==> config.mk <==
export PLATFORM = sky130hd
export DESIGN_NAME = dp_mem_responder
export DESIGN_NICKNAME = d
export VERILOG_FILES = /design/src/rtl/dp_mem_responder.sv
export SDC_FILE = /design/constraint.sdc
export NUM_CORES = 1
export LEC_CHECK = 0
export CAP_MARGIN = 5
export CORE_MARGIN = 4
export CORE_UTILIZATION = 30
export CTS_CLUSTER_DIAMETER = 60
export CTS_CLUSTER_SIZE = 20
export DETAILED_ROUTE_END_ITERATION = 16
export GPL_TIMING_DRIVEN = 0
export PLACE_DENSITY_LB_ADDON = 0.12
export SLEW_MARGIN = 25
export SYNTH_ARGS = -nofsm -noshare
export SYNTH_HDL_FRONTEND = slang
export SYNTH_SLANG_ARGS = --single-unit
==> constraint.sdc <==
create_clock -name CLK -period 2.37 [get_ports CLK]
set_input_delay 0.3555 -clock CLK [delete_from_list [all_inputs] [get_ports CLK]]
set_output_delay 0.3555 -clock CLK [all_outputs]
set_load 0.05 [all_outputs]
==> src/rtl/dp_mem_responder.sv <==
`default_nettype none
// ============================================================================
// Module      : dp_mem_responder
// Description : Arbitrates datapath fetch and data requests onto one RAM port
//               and returns single-cycle hit pulses with registered load data.
// Revision    : 1.0 - initial release
// ============================================================================
module dp_mem_responder #(
    parameter int unsigned TIMEOUT  = 255,
    parameter logic [31:0] ERR_WORD = 32'hBAD1BAD1
) (
    input  logic        CLK,
    input  logic        nRST,
    input  logic        imemREN,
    input  logic [31:0] imemaddr,
    input  logic        dmemREN,
    input  logic        dmemWEN,
    input  logic [31:0] dmemaddr,
    input  logic [31:0] dmemstore,
    input  logic        halt,
    output logic        ihit,
    output logic [31:0] imemload,
    output logic        dhit,
    output logic [31:0] dmemload,
    output logic        halted,
    output logic        bus_err,
    output logic        ramREN,
    output logic        ramWEN,
    output logic [31:0] ramaddr,
    output logic [31:0] ramstore,
    input  logic [31:0] ramload,
    input  logic        ram_ready
);

    typedef enum logic [2:0] {
        c_IDLE = 3'd0,
        c_DACC = 3'd1,
        c_IACC = 3'd2,
        c_DONE = 3'd3,
        c_HALT = 3'd4
    } state_t;

    localparam logic [15:0] c_CNT_LAST = 16'(TIMEOUT - 1);

    state_t      r_state_q, w_state_d;
    logic [15:0] r_cnt_q, w_cnt_d;
    logic        r_ifetch_q, w_ifetch_d;
    logic [31:0] r_imemload_q, w_imemload_d;
    logic [31:0] r_dmemload_q, w_dmemload_d;
    logic        r_bus_err_q, w_bus_err_d;

    logic w_dreq;
    logic w_dread;
    logic w_timeout;
    logic w_unused_addr_bits;

    assign w_dreq             = dmemREN | dmemWEN;
    assign w_dread            = dmemREN & ~dmemWEN;
    assign w_timeout          = (r_cnt_q == c_CNT_LAST);
    assign w_unused_addr_bits = ^{imemaddr[1:0], dmemaddr[1:0]};

    always_ff @(posedge CLK or negedge nRST) begin
        if (!nRST) begin
            r_state_q    <= c_IDLE;
            r_cnt_q      <= '0;
            r_ifetch_q   <= 1'b0;
            r_imemload_q <= '0;
            r_dmemload_q <= '0;
            r_bus_err_q  <= 1'b0;
        end else begin
            r_state_q    <= w_state_d;
            r_cnt_q      <= w_cnt_d;
            r_ifetch_q   <= w_ifetch_d;
            r_imemload_q <= w_imemload_d;
            r_dmemload_q <= w_dmemload_d;
            r_bus_err_q  <= w_bus_err_d;
        end
    end

    always_comb begin
        w_state_d    = r_state_q;
        w_cnt_d      = r_cnt_q;
        w_ifetch_d   = r_ifetch_q;
        w_imemload_d = r_imemload_q;
        w_dmemload_d = r_dmemload_q;
        w_bus_err_d  = r_bus_err_q;
        case (r_state_q)
            c_IDLE: begin
                w_cnt_d = '0;
                // Data wins a tie with fetch; a pending data access is also served before halting.
                if (w_dreq) begin
                    w_state_d  = c_DACC;
                    w_ifetch_d = 1'b0;
                end else if (imemREN && !halt) begin
                    w_state_d  = c_IACC;
                    w_ifetch_d = 1'b1;
                end else if (halt) begin
                    w_state_d = c_HALT;
                end
            end
            c_DACC: begin
                if (!w_dreq) begin
                    w_state_d = c_IDLE;
                end else if (ram_ready || w_timeout) begin
                    w_state_d = c_DONE;
                    if (!ram_ready) w_bus_err_d = 1'b1;
                    if (w_dread)    w_dmemload_d = ram_ready ? ramload : ERR_WORD;
                end else begin
                    w_cnt_d = r_cnt_q + 16'd1;
                end
            end
            c_IACC: begin
                if (!imemREN) begin
                    w_state_d = c_IDLE;
                end else if (ram_ready || w_timeout) begin
                    w_state_d    = c_DONE;
                    w_imemload_d = ram_ready ? ramload : ERR_WORD;
                    if (!ram_ready) w_bus_err_d = 1'b1;
                end else begin
                    w_cnt_d = r_cnt_q + 16'd1;
                end
            end
            c_DONE:  w_state_d = c_IDLE;
            c_HALT:  w_state_d = c_HALT;
            default: w_state_d = c_IDLE;
        endcase
    end

    // Strobes follow the live request so a withdrawn access drops them immediately.
    always_comb begin
        ramREN   = 1'b0;
        ramWEN   = 1'b0;
        ramaddr  = '0;
        ramstore = '0;
        case (r_state_q)
            c_DACC: begin
                ramREN   = w_dread;
                ramWEN   = dmemWEN;
                ramaddr  = {dmemaddr[31:2], 2'b00};
                ramstore = dmemstore;
            end
            c_IACC: begin
                ramREN  = imemREN;
                ramaddr = {imemaddr[31:2], 2'b00};
            end
            default: ;
        endcase
    end

    assign ihit     = (r_state_q == c_DONE) &  r_ifetch_q;
    assign dhit     = (r_state_q == c_DONE) & ~r_ifetch_q;
    assign halted   = (r_state_q == c_HALT);
    assign bus_err  = r_bus_err_q;
    assign imemload = r_imemload_q;
    assign dmemload = r_dmemload_q;

endmodule
`default_nettype wire

== Yosys cells after proc, flatten, opt, wreduce, memory -nomap -nowiden ==
Cells that the tools add are included.

* $add $sub $neg: 1
* Eq/ne operators: 8
* Muxes and demuxes: 23
* Bitwise logic cells: 6
* Reductions and logical operators: 12

{| class="wikitable"
|+ Operator list
! cell !! count
|-
| 2-to-1 mux 32 bit || 2
|-
| one-hot mux 32 bit (2 select lines) || 1
|-
| 2-to-1 mux 16 bit || 3
|-
| one-hot mux 16 bit (3 select lines) || 1
|-
| 2-to-1 mux 3 bit || 6
|-
| adder 16 x 1 -> 16 bit, second input constant || 1
|-
| == test 16 x 8 -> 1 bit, second input constant || 1
|-
| one-hot mux 3 bit (4 select lines) || 1
|-
| AND reduction 3 bit || 3
|-
| 2-to-1 mux 1 bit || 7
|-
| == test 3 x 2 -> 1 bit, second input constant || 2
|-
| != test 2 bit, second input constant || 2
|-
| != test 4 bit, second input constant || 1
|-
| one-hot mux 1 bit (2 select lines) || 2
|-
| AND reduction 4 bit || 1
|-
| nonzero test 2 bit || 2
|-
| bitwise AND 1 bit || 3
|-
| == test 3 x 1 -> 1 bit, second input constant || 1
|-
| == test 3 bit, second input constant || 1
|-
| logical NOT 3 bit || 1
|-
| nonzero test 3 bit || 1
|-
| inverter 1 bit || 2
|-
| AND reduction 2 bit || 1
|-
| logical AND 1 bit || 1
|-
| other kinds (3) || 3
|}

* Register bits: 85
* Output and inout bits: 134
* Logic and storage cells: 56

== Depth between registers and ports, before layout ==
* Depth in word-level cells: 5
* Depth in mapped cells: 10

== Least setup slack after synthesis ==
OpenSTA, ideal clock, no wires.

* Kind: flip-flop to output port
* From: register r_state_q[2]
* To: output port dhit
* Arrival time: 2.309 ns
* Path slack: -0.295 ns
* Cell stages (with the launch flop): 4
* Buffers on the path: 2
* Path through: dfrtp_1 > clkbuf_1 > clkbuf_1 > nor4bb_1

* Word-level cells in the longest chain between the ends: 2

{| class="wikitable"
|+ Ends and longest elaborated chain
! item !! RTL line !! RTL
|-
| start: declaration || 45 || <nowiki>state_t r_state_q, w_state_d;</nowiki>
|-
| start signal: assignment || 64 || <nowiki>r_state_q <= c_IDLE;</nowiki>
|-
| start signal: assignment || 71 || <nowiki>r_state_q <= w_state_d;</nowiki>
|-
| == test 3 x 2 -> 1 bit || 151 || <nowiki>assign dhit = (r_state_q == c_DONE) & ~r_ifetch_q;</nowiki>
|-
| bitwise AND 1 bit || 151 ||
|-
| end: declaration || 23 || <nowiki>output logic dhit,</nowiki>
|}

No other way between the ends.

== Worst setup path in the final report ==
* From: register r_cnt_q[0]
* To: register r_cnt_q[12]

* Word-level cells in the longest chain between the ends: 5
* Elaborated cells between the ends (all ways): 7

{| class="wikitable"
|+ Ends and longest elaborated chain
! item !! RTL line !! RTL
|-
| start: declaration || 46 || <nowiki>logic [15:0] r_cnt_q, w_cnt_d;</nowiki>
|-
| start signal: assignment || 72 || <nowiki>r_cnt_q <= w_cnt_d;</nowiki>
|-
| parallel branches: the longest is 2 deep, another holds adder 16 x 1 -> 16 bit || -- ||
|-
| 2-to-1 mux 16 bit (*) || 104, 115 ||
|-
| 2-to-1 mux 16 bit (on tied branches) || 113, 102 ||
|-
| one-hot mux 16 bit (3 select lines) (*) || 87 || <nowiki>case (r_state_q)</nowiki>
|}

Every way passes the cells marked *. The select of a mux whose other input is x is not followed.
A chain may end at the register's enable or synchronous reset.

==> out/results.txt <==
Status = complete, no violations
PwrDens = 1570 nW/um2
Fillers = 1290
Setup slack at placement = -832 ps
Antenna violations before repair = 0
Total routed wirelength = 16800 um
Cells after synthesis = 424
CTS HTree Levels = 3
Core area = 13900 um2
Worst-margin pin slew = 610 ps
Starting density of the core = 30.6%
Sinks on the clock net = 85
EDFF count, synth = 0
DP Wirelength = 13400 um
Chip Width = 127 um
Largest cells by area after synthesis = dfrtp_1 50%, a32o_1 6.6%, a22o_1 6.2%
Ratio of routed vias to standard cells = 5.09
Achievable Freq = 444 MHz
Port Buffer Count = 262
Worst-path fanout max = 10
Synth area leader = dfrtp_1
Fin crit share = 95.0%
Final worst slack = 119 ps
Worst Hold Class = input port to asynchronous set/reset pin
Longest Clk Path Bufs = 2
GPL Wtd Cong = 0.866
LEAKAGE = 3.09 nW
GR Util All Layers = 20.3%
Drt wl/cell = 19.0 um
Final Max Tran Viols = 0
Overall Power = 11.4 mW
Worst EP arrival = 2500 ps
Max-cap violations = 0
Pin count of the biggest net entering global routing = 73
Synth top cells by count = 85 x dfrtp_1, 47 x nor2_1, 45 x a21oi_1
Worst vdd ir = 685 uV
Crit. End Element = flop
Die ar. = 16100 um2
Clock-pin slew on the worst setup and hold paths = 60 ps
Count of cell types in the netlist = 51
Fin. Hold Viols = 0
Post-route minimum period = 2250 ps
CTS Buf Count = 9
Top-area cell type share of the netlist area = 50.1%
Worst setup path class = flop to flop
Layout cell share with drive strength beyond 1 = 16.8%
Final setup violation count = 0
CTS tree = yes
Syn-to-layout area delta = 70.5%
Die height = 127 um
GRT overflow = 0
Final clock skew = 4.06 ps
Synth Area per Inst = 10.0 um2
Sequential fraction of the synthesis area = 50.1%
Via count of the first global-routing pass = 4603
Worst skew pair latency = 330 ps
Via count = 4501
Asr flop ratio synth = 100%
Total iterations of the first detailed-routing run = 4
Top FF cell, synth = dfrtp_1
IO Count = 269
DRC violations left = 0
Initial drt markers = 221
CP startpoint kind = flop
Worst EP required = 2620 ps
Count leader, synth = dfrtp_1
Post-route ant nets = 0
Synthesized area = 4250 um2
First-pass GRT wire length = 25600 um
FP Rows = 43
Clk root buf = clkbuf_16
#FFs+latches synth = 85
Rel. slew slack = 59.3%
RSZ-0062 raised after global routing = yes
Final nets = 837
Ys Warns = 0
Antenna diodes = 0
-- repair_timing --
action                                  4_1_cts  5_1_grt
buffers inserted                              1        1
hold endpoints to repair                     13        0
hold buffers                                  1        0
resized for setup                           342       45
pin swaps                                     1        0
endpoints found under the setup margin       67       69
-- cell families (layout without fill, tap and decap cells) --
family / Yosys count / after routing / share of synthesized area (%)
buf+inv: 42 / 321 / 4.24
flops: 85 / 85 / 50.1
other cells: 1 / 2 / 0.0883
compound gates: 128 / 128 / 22.7
fa+ha+maj: 2 / 2 / 0.589
xor+xnor: 5 / 5 / 1.03
simple gates: 161 / 161 / 21.3
-- layout by cell type (no fill, tap or decap), types with 3 or more instances in the layout --
master           netlist  final
clkbuf_1              29     17
a21oi_1               45     45
nor2_1                47     47
nand3_1                6      6
clkdlybuf4s15_2        0      3
xnor2_1                3      3
nor2b_1               20     20
nand4_1                3      3
or4_1                  4      4
buf_2                  6     39
dfrtp_1               85     84
and2_1                36     36
buf_4                  2      6
o21ai_0                5      5
clkdlybuf4s50_1        0    194
a22o_1                30     30
inv_1                  4      4
or3_1                  4      4
a32o_1                28     28
clkbuf_4               0     33
o31ai_1                5      5
clkbuf_2               0      9
nor3_1                 5      5
and4_1                 3      3
nor4_1                 4      3
nand2_1                9      9
clkbuf_16              0      9
-- layout make-up --
| class | instances | area, um2 | share of cell area [%] |
|---|---|---|---|
| Clock inverter | 2 | 10.0 | 0.138 |
| Buffer | 36 | 181 | 2.51 |
| Multi-Input combinational cell | 298 | 1990 | 27.5 |
| Clock buffer | 13 | 250 | 3.46 |
| Tap cell | 180 | 225 | 3.11 |
| Inverter | 4 | 15.0 | 0.207 |
| Sequential cell | 85 | 2130 | 29.4 |
| Timing Repair Buffer | 266 | 2440 | 33.7 |
-- worst max-delay path, stage by stage, from the launching register on --
cell and delay, ps:
dfrtp_1 400, inv_1 80, ha_1 200, and4b_4 180
a41oi_1 310, nor2_1 110, buf_2 210, or4_1 520
a21oi_1 150
-- where the power goes --
group	internal, mW	switching [mW]	leakage, nW
logic	2.43	5.29	1.92
registers	2.03	0.363	1.04
clock network	0.730	0.530	0.129
total	5.18	6.19	3.09
-- registers in the layout (all words and copies together) (netlist names) --
register and flops:
r_state_q 3, dmemload 32, imemload 32, r_ifetch_q 1, bus_err 1, r_cnt_q 16
-- worst paths after layout --
check	start	cells after the start	slack, ps	to
setup / recovery	r_cnt_q[0]$_DFFE_PN0P_	8	120	r_cnt_q[12]$_DFFE_PN0P_
hold / removal	nRST	2	410	r_cnt_q[10]$_DFFE_PN0P_
setup reg to reg	r_cnt_q[0]$_DFFE_PN0P_	8	120	r_cnt_q[12]$_DFFE_PN0P_
hold reg to reg	bus_err$_DFFE_PN0P_	1	480	bus_err$_DFFE_PN0P_
max in group asynchronous	nRST	3	1370	dmemload[31]$_DFFE_PN0P_
min in group CLK	bus_err$_DFFE_PN0P_	1	480	bus_err$_DFFE_PN0P_
-- metal layers --
metal,global-route usage (%),share of wire [%],vias up
met2,35.2,50,220
met4,9.91,3.9,0
met1,22.5,36,2143
met5,0,0,-
li1,-,-,2106
met3,6.31,9.6,32
-- through the flow --
stage / cells / TNS (ps) / util [%] / area (um2) / hold WS [ps]
detailed placement: 868 / -30550 / 51.4 / 7140 / 191
global route: 884 / -73.3 / 52.2 / 7240 / 427
CTS: 883 / 0 / 51.5 / 7150 / 410
floorplan: 425 / 0 / - / 4260 / 59.9
global placement: 867 / -209310 / 51.2 / 7110 / 446
finish: 884 / 0 / 52.2 / 7240 / 413
No activity file was read; power rests on OpenSTA's default activity.
